$ cat src/rtl/dijkstra_path_extractor.sv
// -----------------------------------------------------------------------------
// dijkstra_path_extractor
//
// Purpose:
//   Sits behind the Dijkstra core. After a run, walks the predecessor memory
//   from the destination node back to the source node and stores the visited
//   nodes in a small path buffer. The host interface reads the buffered path
//   by index together with its length.
//
// Optional feature (compile-time macro):
//   PATH_SOURCE_FIRST_EN  defined   : path_index 0 = source, last = destination
//                         undefined : path_index 0 = destination (walk order)
//   Timing, length and error behaviour are identical in both builds.
//
// Handshake:
//   start is a one-cycle pulse accepted in IDLE, DONE or FAIL and ignored
//   while a walk is in progress (READ/CHECK). ready is a level that rises
//   when the walk ends and stays high until the next accepted start; error
//   qualifies the result and is only meaningful while ready=1. pred_rd is a
//   single-cycle read strobe; pred_rdata must be valid the following cycle.
//
// Ports:
//   clock            in   system clock, rising edge
//   reset            in   asynchronous, active-high
//   start            in   begin extraction (1-cycle pulse)
//   source           in   start node of the Dijkstra run
//   destination      in   end node; the walk begins here
//   number_of_nodes  in   node count of the current graph (17 bits)
//   pred_addr        out  predecessor memory read address
//   pred_rd          out  predecessor memory read strobe
//   pred_rdata       in   predecessor of the node at pred_addr
//   path_index       in   read-out index into the stored path
//   path_node        out  node at path_index (combinational from the buffer)
//   path_length      out  number of stored nodes, both ends included
//   ready            out  extraction finished (success or error)
//   error            out  path invalid; valid while ready=1
//   state_dbg        out  current FSM state encoding, for observation only
// -----------------------------------------------------------------------------
module dijkstra_path_extractor #(
    parameter int MAX_NODES  = 32,
    parameter int NODE_WIDTH = 16
) (
    input  logic                  clock,
    input  logic                  reset,
    input  logic                  start,
    input  logic [NODE_WIDTH-1:0] source,
    input  logic [NODE_WIDTH-1:0] destination,
    input  logic [16:0]           number_of_nodes,
    output logic [NODE_WIDTH-1:0] pred_addr,
    output logic                  pred_rd,
    input  logic [NODE_WIDTH-1:0] pred_rdata,
    input  logic [NODE_WIDTH-1:0] path_index,
    output logic [NODE_WIDTH-1:0] path_node,
    output logic [NODE_WIDTH-1:0] path_length,
    output logic                  ready,
    output logic                  error,
    output logic [2:0]            state_dbg
);

    localparam int AW = (MAX_NODES > 1) ? $clog2(MAX_NODES) : 1;
    localparam logic [NODE_WIDTH-1:0] NO_PRED = '1;

    typedef enum logic [2:0] {
        S_IDLE  = 3'd0,
        S_READ  = 3'd1,
        S_CHECK = 3'd2,
        S_DONE  = 3'd3,
        S_FAIL  = 3'd4
    } state_t;

    state_t                state;
    logic [NODE_WIDTH-1:0] src_q;
    logic [16:0]           n_q;

    logic [NODE_WIDTH-1:0] path_buf [MAX_NODES];

    logic                  accept;
    logic                  start_bad;
    logic                  pred_none;
    logic                  buf_full;
    logic                  buf_we;
    logic [AW-1:0]         buf_waddr;
    logic [NODE_WIDTH-1:0] buf_wdata;
    logic [AW-1:0]         rd_sel;

    assign state_dbg = state;

    // A new start is taken whenever no walk is in progress.
    assign accept = start && (state == S_IDLE || state == S_DONE || state == S_FAIL);

    // Compared at 32 bits so the 17-bit count and node indices line up
    // without truncation.
    assign start_bad = (32'(source) >= 32'(number_of_nodes)) ||
                       (32'(destination) >= 32'(number_of_nodes)) ||
                       (32'(number_of_nodes) > 32'(MAX_NODES)) ||
                       (number_of_nodes == 17'd0);

    assign pred_none = (pred_rdata == NO_PRED);

    // Once as many nodes as the graph holds are stored, another predecessor
    // can only mean a loop in the predecessor table.
    assign buf_full  = (32'(path_length) == 32'(n_q));

    // Buffer write port: destination on an accepted start, each new
    // predecessor while walking. path_length is always below n_q <= MAX_NODES
    // at a write, so its low AW bits address the buffer directly.
    always_comb begin
        buf_we    = 1'b0;
        buf_waddr = path_length[AW-1:0];
        buf_wdata = pred_rdata;
        if (accept && !start_bad) begin
            buf_we    = 1'b1;
            buf_waddr = '0;
            buf_wdata = destination;
        end else if (state == S_CHECK && !pred_none && !buf_full) begin
            buf_we    = 1'b1;
        end
    end

    // Buffer contents need no reset; only entries below path_length are read.
    always_ff @(posedge clock) begin
        if (buf_we) begin
            path_buf[buf_waddr] <= buf_wdata;
        end
    end

    // Read-out mapping. Arithmetic is done modulo the buffer depth; the
    // out-of-range case is caught by the path_length compare below.
    always_comb begin
`ifdef PATH_SOURCE_FIRST_EN
        rd_sel = AW'(path_length) - AW'(1) - AW'(path_index);
`else
        rd_sel = AW'(path_index);
`endif
        if (path_index >= path_length) begin
            path_node = NO_PRED;
        end else begin
            path_node = path_buf[rd_sel];
        end
    end

    // Walk FSM. pred_addr doubles as the current node register: it is loaded
    // with the node to look up on every entry into READ.
    always_ff @(posedge clock or posedge reset) begin
        if (reset) begin
            state       <= S_IDLE;
            pred_addr   <= '0;
            pred_rd     <= 1'b0;
            path_length <= '0;
            ready       <= 1'b0;
            error       <= 1'b0;
            src_q       <= '0;
            n_q         <= '0;
        end else begin
            case (state)
                S_IDLE, S_DONE, S_FAIL: begin
                    if (start) begin
                        src_q <= source;
                        n_q   <= number_of_nodes;
                        ready <= 1'b0;
                        error <= 1'b0;
                        if (start_bad) begin
                            path_length <= '0;
                            ready       <= 1'b1;
                            error       <= 1'b1;
                            state       <= S_FAIL;
                        end else if (destination == source) begin
                            path_length <= NODE_WIDTH'(1);
                            ready       <= 1'b1;
                            state       <= S_DONE;
                        end else begin
                            path_length <= NODE_WIDTH'(1);
                            pred_addr   <= destination;
                            pred_rd     <= 1'b1;
                            state       <= S_READ;
                        end
                    end
                end

                S_READ: begin
                    pred_rd <= 1'b0;
                    state   <= S_CHECK;
                end

                S_CHECK: begin
                    if (pred_none || buf_full) begin
                        ready <= 1'b1;
                        error <= 1'b1;
                        state <= S_FAIL;
                    end else begin
                        path_length <= path_length + NODE_WIDTH'(1);
                        if (pred_rdata == src_q) begin
                            ready <= 1'b1;
                            state <= S_DONE;
                        end else begin
                            pred_addr <= pred_rdata;
                            pred_rd   <= 1'b1;
                            state     <= S_READ;
                        end
                    end
                end

                default: begin
                    pred_rd <= 1'b0;
                    state   <= S_IDLE;
                end
            endcase
        end
    end

endmodule

$ cat config.mk
export PLATFORM = sky130hd
export DESIGN_NAME = dijkstra_path_extractor
export DESIGN_NICKNAME = d
export VERILOG_FILES = /design/src/rtl/dijkstra_path_extractor.sv
export SDC_FILE = /design/constraint.sdc
export NUM_CORES = 1
export LEC_CHECK = 0
export BUFFER_PORTS_ARGS = -buffer_cell sky130_fd_sc_hd__buf_2
export CAP_MARGIN = 20
export CORE_MARGIN = 2
export CORE_UTILIZATION = 40
export CTS_BUF_LIST = sky130_fd_sc_hd__clkbuf_16
export CTS_CLUSTER_DIAMETER = 200
export CTS_CLUSTER_SIZE = 30
export DETAILED_ROUTE_END_ITERATION = 10
export HOLD_SLACK_MARGIN = 0.12
export PLACE_DENSITY = 0.62
export SLEW_MARGIN = 20
export SYNTH_ARGS = -nofsm -noshare
export SYNTH_HDL_FRONTEND = slang
export SYNTH_SLANG_ARGS = --single-unit
$ cat constraint.sdc
create_clock -name clock -period 6.85 [get_ports clock]
set_input_delay 1.7125 -clock clock [delete_from_list [all_inputs] [get_ports clock]]
set_output_delay 1.7125 -clock clock [all_outputs]
set_load 0.1 [all_outputs]
==> results of run 1 <==
==> through the flow <==
step / total power [uW] / hold WS (ns) / util
2_1_floorplan: 4810 / 0.462 / -
3_3_place_gp: 5060 / 0.481 / 0.436
3_5_place_dp: 5080 / 0.487 / 0.437
4_1_cts: 6710 / 0.510 / 0.447
5_1_grt: 6860 / 0.535 / 0.447
6_report: 6660 / 0.509 / 0.447
==> registers in the layout, summed over array words and instances, names as in the netlist <==
signal	cells
error	1
n_q	17
path_buf	512
path_length	16
pred_addr	16
pred_rd	1
ready	1
src_q	16
state_dbg	3
==> cell usage after synthesis, types with 18 or more instances <==
library cell / count
inv_1: 37
o21ai_0: 27
mux4_2: 160
xnor2_1: 34
nor2_1: 44
nand4_1: 20
ha_1: 49
mux2_2: 26
nand2_1: 148
edfxtp_1: 512
clkbuf_1: 41
a21oi_1: 19
nor3_1: 22
dfrtp_1: 71
nor4_1: 18
xor2_1: 28
==> power by group <==
| group | switching [uW] | internal, uW | total (uW) |
|---|---|---|---|
| Sequential | 43.5 | 3930 | 3970 |
| Combinational | 738 | 275 | 1010 |
| Clock | 1050 | 628 | 1670 |
==> layout make-up <==
cell class,count,area (um2)
multi-input cells,689,7330
repair buffers,192,1190
fillers,5279,33900
flip-flops and latches,583,17200
well taps,790,988
clock buffers,23,576
inverters,37,139
clock inverters,8,62.6
diodes,2,5.00
==> critical path: stages <==
cell	delay (ns)
clkbuf_8	0.28
buf_12	0.25
mux4_2	0.52
mux4_2	0.48
mux2i_1	0.49
nand2_1	0.12
buf_2	0.31
==> metal layers <==
metal  part of all wire  vias to the layer above
met5            0.00091                        -
met1               0.45                     6979
met3              0.058                       68
li1                   -                     5697
met4              0.019                        8
met2               0.47                      432
==> worst max-delay path by stage <==
| stage | startpoint | endpoint | slack (ns) | cells past startpoint |
|---|---|---|---|---|
| global placement | path_index[0] | path_node[8] | 0.89 | 7 |
| floorplan | path_index[0] | path_node[10] | 0.23 | 12 |
| finish | path_index[0] | path_node[3] | 0.89 | 7 |
| detailed placement | path_index[0] | path_node[8] | 0.87 | 7 |
| global route | path_index[0] | path_node[15] | 0.75 | 7 |
| CTS | path_index[0] | path_node[8] | 0.87 | 7 |
==> kinds of logic (layout without fill, tap and decap cells) <==
logic type / Yosys count / count (layout) / synth area share
flops: 583 / 583 / 0.694
simple gates: 287 / 287 / 0.0526
mux: 211 / 211 / 0.170
buf+inv: 100 / 260 / 0.0163
compound gates: 80 / 80 / 0.0211
xor+xnor: 62 / 62 / 0.0220
fa+ha+maj: 49 / 49 / 0.0248
other cells: 0 / 2 / 0
==> flow_metrics.py, run 1 <==
metrics = {
    "layout": {
        "syn_to_final_growth_pct": 11.0,
        "final_cell_area_um2": 27400,
        "layout_common_cells": "512 x edfxtp_1, 160 x mux4_2, 148 x nand2_1, 135 x buf_2, 71 x dfrtp_1",
        "instances_no_fill": 2324,
        "nNetsFinal": 1659,
        "final_common_cell": "edfxtp_1",
        "drive_gt1_frac": 0.296,
    },
    "clock_network": {
        "cts_tree": "built",
        "path_clk_slew_ns": 0.10,
        "cts_buffers": 23,
        "cts_sinks": 583,
        "postCtsSetupBuffers": 0,
        "cts-resized-gates": 0,
        "cts_buffer_depth": 3,
        "cts-root-buf": "clkbuf_16",
        "ctsHoldBuffers": 0,
        "htreeDepth": 1,
        "clkLatencyLatePin_ns": 0.61,
    },
    "setup_path": {
        "crit_path_end_kind": "output port",
        "critPathMaxFanout": 23,
        "cp.arrival_ns": 4.25,
        "worstRegToRegCells": 7,
        "cp.required_ns": 5.14,
        "r2r-start": "state_dbg[2]",
        "timing.rr.end": "pred_addr[1]",
        "crit_type": "in2out",
        "reg2reg_setup_slack_ns": 2.95,
        "worstSetupStartpointType": "input port",
    },
    "synthesis": {
        "ys_seq_elements": 583,
        "netlist.area_leader.share": 0.622,
        "ys_top_cells_by_area": "edfxtp_1 62%, mux4_2 15%, dfrtp_1 7.2%",
        "syn_avg_cell_area_um2": 18.0,
        "syn_inst": 1372,
        "yosysUniqueCellTypes": 54,
        "synth_edf_count": 512,
        "async_reset_ff_frac": 0.122,
        "yosys_most_used_dff": "edfxtp_1",
        "synthesis.nets": 1505,
        "synthesis.area_um2": 24700,
        "yosys.area.top_type": "edfxtp_1",
        "yosysSeqAreaShare": 0.694,
        "ys.warnings.count": 0,
    },
    "timing": {
        "report.final.slew_viol_count": 0,
        "worstMarginPinSlew_ns": 1.06,
        "hold_violations": 0,
        "setup_viol": 0,
        "max_freq_ghz": 0.168,
        "period_minus_slack_ns": 5.96,
        "setup_ws_ns": 0.891,
        "timing.final.crit_share": 0.870,
        "setup-tns-final_ns": 0,
        "timing.slew.headroom": 0.286,
        "rsz0062_at_grt": "no",
        "skew_ns": 0.0394,
    },
    "floorplanning": {
        "num_rows": 91,
        "pin_count": 138,
        "fp.dieW_um": 253,
        "die_area_um2": 63800,
        "die_h_um": 253,
        "core_area_um2": 61400,
        "initial_core_util": 0.403,
    },
    "power_and_ir_drop": {
        "leakagePower_uw": 0.00936,
        "ir_worst_vdd_mv": 0.172,
        "power_density_nw_per_um2": 243,
    },
    "place": {
        "gp_congestion": 0.863,
        "placed_cell_area_um2": 26800,
        "place_inst": 2290,
        "dpl_worst_slack_ns": 0.867,
        "dpl.hpwl_um": 38900,
        "portBuffers": 137,
    },
    "min_path": {
        "hold_start": "src_q[5]",
        "min_path_type": "reg2reg",
        "hold_path_end": "src_q[5]",
        "hold_depth": 2,
    },
    "route": {
        "wire_per_inst_um": 25.9,
        "drc": 0,
        "routed_wl_um": 60100,
        "drtPass1Iterations": 5,
        "via_per_inst": 5.67,
        "vias": 13200,
        "ant_nets": 0,
        "dr.first_iter.drc_count": 1235,
    },
    "global_route": {
        "grt_pass1_vias": 13600,
        "busiest_layer": "met2",
        "gr-usage-met1": 0.277,
        "grt_antenna_before_repair": 5,
        "grt_overflow": 0,
        "grt_max_degree": 72,
        "grt_usage": 0.189,
        "use_met3": 0.0254,
        "grt_use_met2": 0.307,
        "grt_first_pass_wirelength_um": 88600,
    },
    "flow_run": {
        "maxCapViolations": 0,
    },
    "outcome": {
        "status": "completed",
    },
}
(Power assumes the default switching activity.)
==> run 2, diff against run 1 <==
--- a/config.mk
+++ b/config.mk
@@ -10,3 +10,3 @@
 export CORE_MARGIN = 2
-export CORE_UTILIZATION = 40
+export CORE_UTILIZATION = 61
 export CTS_BUF_LIST = sky130_fd_sc_hd__clkbuf_16
@@ -16,3 +16,3 @@
 export HOLD_SLACK_MARGIN = 0.12
-export PLACE_DENSITY = 0.62
+export PLACE_DENSITY = 0.86
 export SLEW_MARGIN = 20
--- a/constraint.sdc
+++ b/constraint.sdc
@@ -3,2 +3,2 @@
 set_output_delay 1.7125 -clock clock [all_outputs]
-set_load 0.1 [all_outputs]
+set_load 0.01 [all_outputs]
==> flow_metrics.py, run 2 (same netlist as run 1, synthesis figures left out) <==
metrics = {
    "outcome": {
        "status": "completed",
    },
    "timing": {
        "worstMarginPinSlew_ns": 1.12,
        "timing.slew.headroom": 0.248,
        "setup_viol": 0,
        "timing.final.crit_share": 0.878,
        "period_minus_slack_ns": 6.02,
        "rsz0062_at_grt": "no",
        "setup-tns-final_ns": 0,
        "max_freq_ghz": 0.166,
        "skew_ns": 0.0240,
        "report.final.slew_viol_count": 0,
        "hold_violations": 0,
    },
    "global_route": {
        "grt_antenna_before_repair": 1,
        "grt_use_met2": 0.495,
        "use_met3": 0.0591,
        "grt_max_degree": 72,
        "grt_first_pass_wirelength_um": 89600,
        "busiest_layer": "met2",
        "gr-usage-met1": 0.412,
        "grt_overflow": 0,
        "grt_usage": 0.298,
        "grt_pass1_vias": 13900,
    },
    "route": {
        "vias": 13700,
        "drc": 0,
        "dr.first_iter.drc_count": 1652,
        "routed_wl_um": 61100,
        "drtPass1Iterations": 7,
        "wire_per_inst_um": 29.8,
        "via_per_inst": 6.70,
        "ant_nets": 0,
    },
    "layout": {
        "final_common_cell": "edfxtp_1",
        "biggestRegsByFlops": "path_buf x512, n_q x17",
        "syn_to_final_growth_pct": 8.94,
        "regMostFlops": "path_buf",
        "layout_common_cells": "512 x edfxtp_1, 160 x mux4_2, 148 x nand2_1, 135 x buf_2, 71 x dfrtp_1",
        "nNetsFinal": 1650,
        "fin_util": 0.675,
        "instances_no_fill": 2049,
        "drive_gt1_frac": 0.283,
        "largest_register_ffs": 512,
    },
    "clock_network": {
        "postCtsSetupBuffers": 0,
        "cts-resized-gates": 0,
        "cts_tree": "built",
        "cts-root-buf": "clkbuf_16",
        "path_clk_slew_ns": 0.12,
        "clkLatencyLatePin_ns": 0.59,
        "cts_buffers": 23,
        "cts_sinks": 583,
        "htreeDepth": 1,
        "cts_buffer_depth": 3,
        "ctsHoldBuffers": 0,
    },
    "place": {
        "portBuffers": 137,
        "dpl.hpwl_um": 38400,
        "place_inst": 2017,
        "gp_congestion": 0.935,
    },
    "floorplanning": {
        "die_area_um2": 42200,
        "num_rows": 73,
        "fp.dieW_um": 205,
        "die_h_um": 205,
        "pin_count": 138,
        "initial_core_util": 0.619,
        "core_area_um2": 39900,
    },
    "setup_path": {
        "cp.required_ns": 5.14,
        "reg2reg_setup_slack_ns": 2.84,
        "crit_type": "in2out",
        "worstRegToRegCells": 7,
        "crit_path_end_kind": "output port",
        "timing.rr.end": "pred_addr[11]",
        "cp.arrival_ns": 4.30,
        "critPathMaxFanout": 53,
        "r2r-start": "state_dbg[2]",
        "worstSetupStartpointType": "input port",
    },
    "min_path": {
        "hold_depth": 2,
        "min_path_type": "reg2reg",
        "hold_path_end": "src_q[6]",
        "hold_start": "src_q[6]",
    },
    "power_and_ir_drop": {
        "power_density_nw_per_um2": 231,
        "total_power_uw": 6230,
        "ir_worst_vdd_mv": 0.172,
        "leakagePower_uw": 0.00930,
    },
    "flow_run": {
        "maxCapViolations": 0,
    },
}
-- run 2: cell count changes in the layout (fill, tap and decap cells not counted), sizes merged --
cell,before,now
buf,190,182
clkbuf,25,24
diode,2,1
-- run 2: how the worst max path moves through the flow --
stage	startpoint	endpoint	slack (ns)	depth (start not counted)
floorplan	path_index[0]	path_node[10]	0.70	12
finish	path_index[0]	path_node[12]	0.83	7
global placement	path_index[0]	path_node[12]	0.96	7
detailed placement	path_index[0]	path_node[12]	0.93	7
global route	path_index[0]	path_node[14]	0.71	12
CTS	path_index[0]	path_node[12]	0.93	7
-- run 2: area by class of cell --
class	instances	area (um2)
tap	525	657
timing repair buffer	183	1080
fill	2498	13000
inverter	37	139
sequential	583	17200
multi-input combinational	689	7270
clock buffer	23	576
clock inverter	8	62.6
antenna	1	2.50
-- run 2: critical path, cell delays in order --
cell      delay, ns
clkbuf_8       0.26
buf_12         0.38
mux4_2         0.58
mux4_2         0.49
mux2i_1        0.51
nand2_1        0.12
buf_2          0.16
-- run 2: per-layer routing --
metal / wire length [um] / vias to the layer above
met5: 0 / -
met4: 1870 / 0
met3: 6250 / 117
met2: 30300 / 892
met1: 22700 / 7048
li1: - / 5678
-- run 2: metrics by stage --
stage	setup slack, ns	area [um2]	hold slack [ns]
6_report	0.835	26900	0.511
5_1_grt	0.712	26900	0.525
2_1_floorplan	0.699	24700	0.462
3_3_place_gp	0.964	26300	0.478
4_1_cts	0.929	26900	0.512
3_5_place_dp	0.926	26300	0.484
-- run 2: report_power, final --
part | internal, uW | switching (uW) | total, uW
clock network | 628 | 1030 | 1650
registers | 3930 | 42.4 | 3970
logic | 270 | 335 | 605
==> run 3, diff against run 2 <==
- RECOVER_POWER: unset -> 100
==> flow_metrics.py, run 3 (same netlist as run 1, synthesis figures left out) <==
metrics = {
    "route": {
        "dr.first_iter.drc_count": 1550,
        "drc": 0,
        "vias": 13800,
        "routed_wl_um": 61200,
        "via_per_inst": 6.71,
        "wire_per_inst_um": 29.9,
        "drtPass1Iterations": 5,
        "ant_nets": 0,
    },
    "setup_path": {
        "cp.arrival_ns": 4.33,
        "crit_type": "in2out",
        "cp.required_ns": 5.14,
        "crit_path_end_kind": "output port",
        "critPathMaxFanout": 46,
        "worstSetupStartpointType": "input port",
    },
    "clock_network": {
        "postCtsSetupBuffers": 0,
        "cts_sinks": 583,
        "ctsHoldBuffers": 0,
        "cts_buffer_depth": 3,
        "path_clk_slew_ns": 0.12,
        "cts_tree": "built",
        "cts-resized-gates": 0,
        "cts-root-buf": "clkbuf_16",
        "htreeDepth": 1,
        "clkLatencyLatePin_ns": 0.59,
        "cts_buffers": 23,
    },
    "floorplanning": {
        "die_area_um2": 42200,
        "pin_count": 138,
        "die_h_um": 205,
        "initial_core_util": 0.619,
        "num_rows": 73,
        "fp.dieW_um": 205,
        "core_area_um2": 39900,
    },
    "flow_run": {
        "maxCapViolations": 7,
    },
    "layout": {
        "layout_common_cells": "512 x edfxtp_1, 160 x mux4_2, 148 x nand2_1, 90 x clkbuf_1, 80 x buf_2",
        "biggestRegsByFlops": "path_buf x512, n_q x17",
        "multi_input_area_um2": 7170,
        "regMostFlops": "path_buf",
        "final_common_cell": "edfxtp_1",
        "fin_util": 0.667,
        "largest_register_ffs": 512,
        "seq_area_um2": 17200,
        "syn_to_final_growth_pct": 7.75,
        "nNetsFinal": 1650,
        "num-fill-cells": 2594,
        "drive_gt1_frac": 0.200,
    },
    "timing": {
        "setup-tns-final_ns": 0,
        "period_minus_slack_ns": 6.04,
        "report.final.slew_viol_count": 191,
        "timing.slew.headroom": -1.63,
        "setup_ws_ns": 0.806,
        "setup_viol": 0,
        "rsz0062_at_grt": "no",
        "hold_violations": 0,
        "skew_ns": 0.0240,
        "worstMarginPinSlew_ns": 3.94,
        "max_freq_ghz": 0.165,
        "timing.final.crit_share": 0.882,
    },
    "power_and_ir_drop": {
        "power_density_nw_per_um2": 232,
        "ir_worst_vdd_mv": 0.171,
        "leakagePower_uw": 0.00893,
        "total_power_uw": 6190,
    },
    "min_path": {
        "min_path_type": "reg2reg",
    },
    "global_route": {
        "grt_max_degree": 72,
        "grt_first_pass_wirelength_um": 89600,
        "grt_overflow": 0,
        "grt_usage": 0.298,
        "grt_antenna_before_repair": 1,
        "grt_pass1_vias": 13900,
    },
    "place": {
        "dpl_worst_slack_ns": 0.926,
        "dpl.hpwl_um": 38400,
        "gp_congestion": 0.935,
        "portBuffers": 137,
    },
    "outcome": {
        "status": "finished with violations",
        "violations": "max-capacitance violations, max-slew violations",
    },
}
==> run 3: cell types whose count changed in the layout (fill, tap and decap cells not counted), sizes merged <==
cell and delta:
clkbuf +90, buf -90
==> run 3: final cells by class <==
class                           instances  share of cell area
Inverter                               37             0.00521
Sequential cell                       583               0.644
Antenna cell                            1           0.0000939
Clock buffer                           23              0.0216
Clock inverter                          8             0.00235
Tap cell                              525              0.0247
Multi-Input combinational cell        689               0.269
Timing Repair Buffer                  183              0.0330
==> run 3: final timing paths <==
path	start	end	slack [ns]	cells after the start
min reg2reg	src_q[14]	src_q[14]	0.51	2
max reg2reg	state_dbg[2]	pred_addr[11]	2.34	7
max in group asynchronous	reset	src_q[3]	2.01	3
max	path_index[0]	path_node[7]	0.81	7
min	src_q[14]	src_q[14]	0.51	2
min in group asynchronous	reset	path_length[6]	2.65	3
==> run 3: stage by stage <==
| step | cells | area (um2) | hold slack [ns] |
|---|---|---|---|
| detailed placement | 2017 | 26300 | 0.484 |
| global route | 2048 | 26600 | 0.525 |
| CTS | 2048 | 26900 | 0.512 |
| global placement | 2017 | 26300 | 0.478 |
| floorplan | 1372 | 24700 | 0.462 |
| finish | 2049 | 26600 | 0.510 |
==> run 3: power by group <==
part	leakage [uW]	switching (uW)	internal [uW]	total, uW
combinational	0.00311	336	231	567
sequential	0.00548	42.2	3930	3970
clock	0.000335	1020	628	1650
total	0.00893	1400	4790	6190
==> run 3: critical path, stage by stage <==
cell	delay, ns
clkbuf_8	0.26
buf_12	0.39
mux4_2	0.56
mux4_2	0.53
mux2i_1	0.50
nand2_1	0.17
clkbuf_1	0.16
==> run 3: per-layer routing <==
layer  global-route usage  routed length (um)  vias up
li1                     -                   -     5676
met1                0.412               22800     7085
met2                0.495               30300      876
met3               0.0591                6200      117
met4               0.0771                1850        0
met5                    0                   0        -
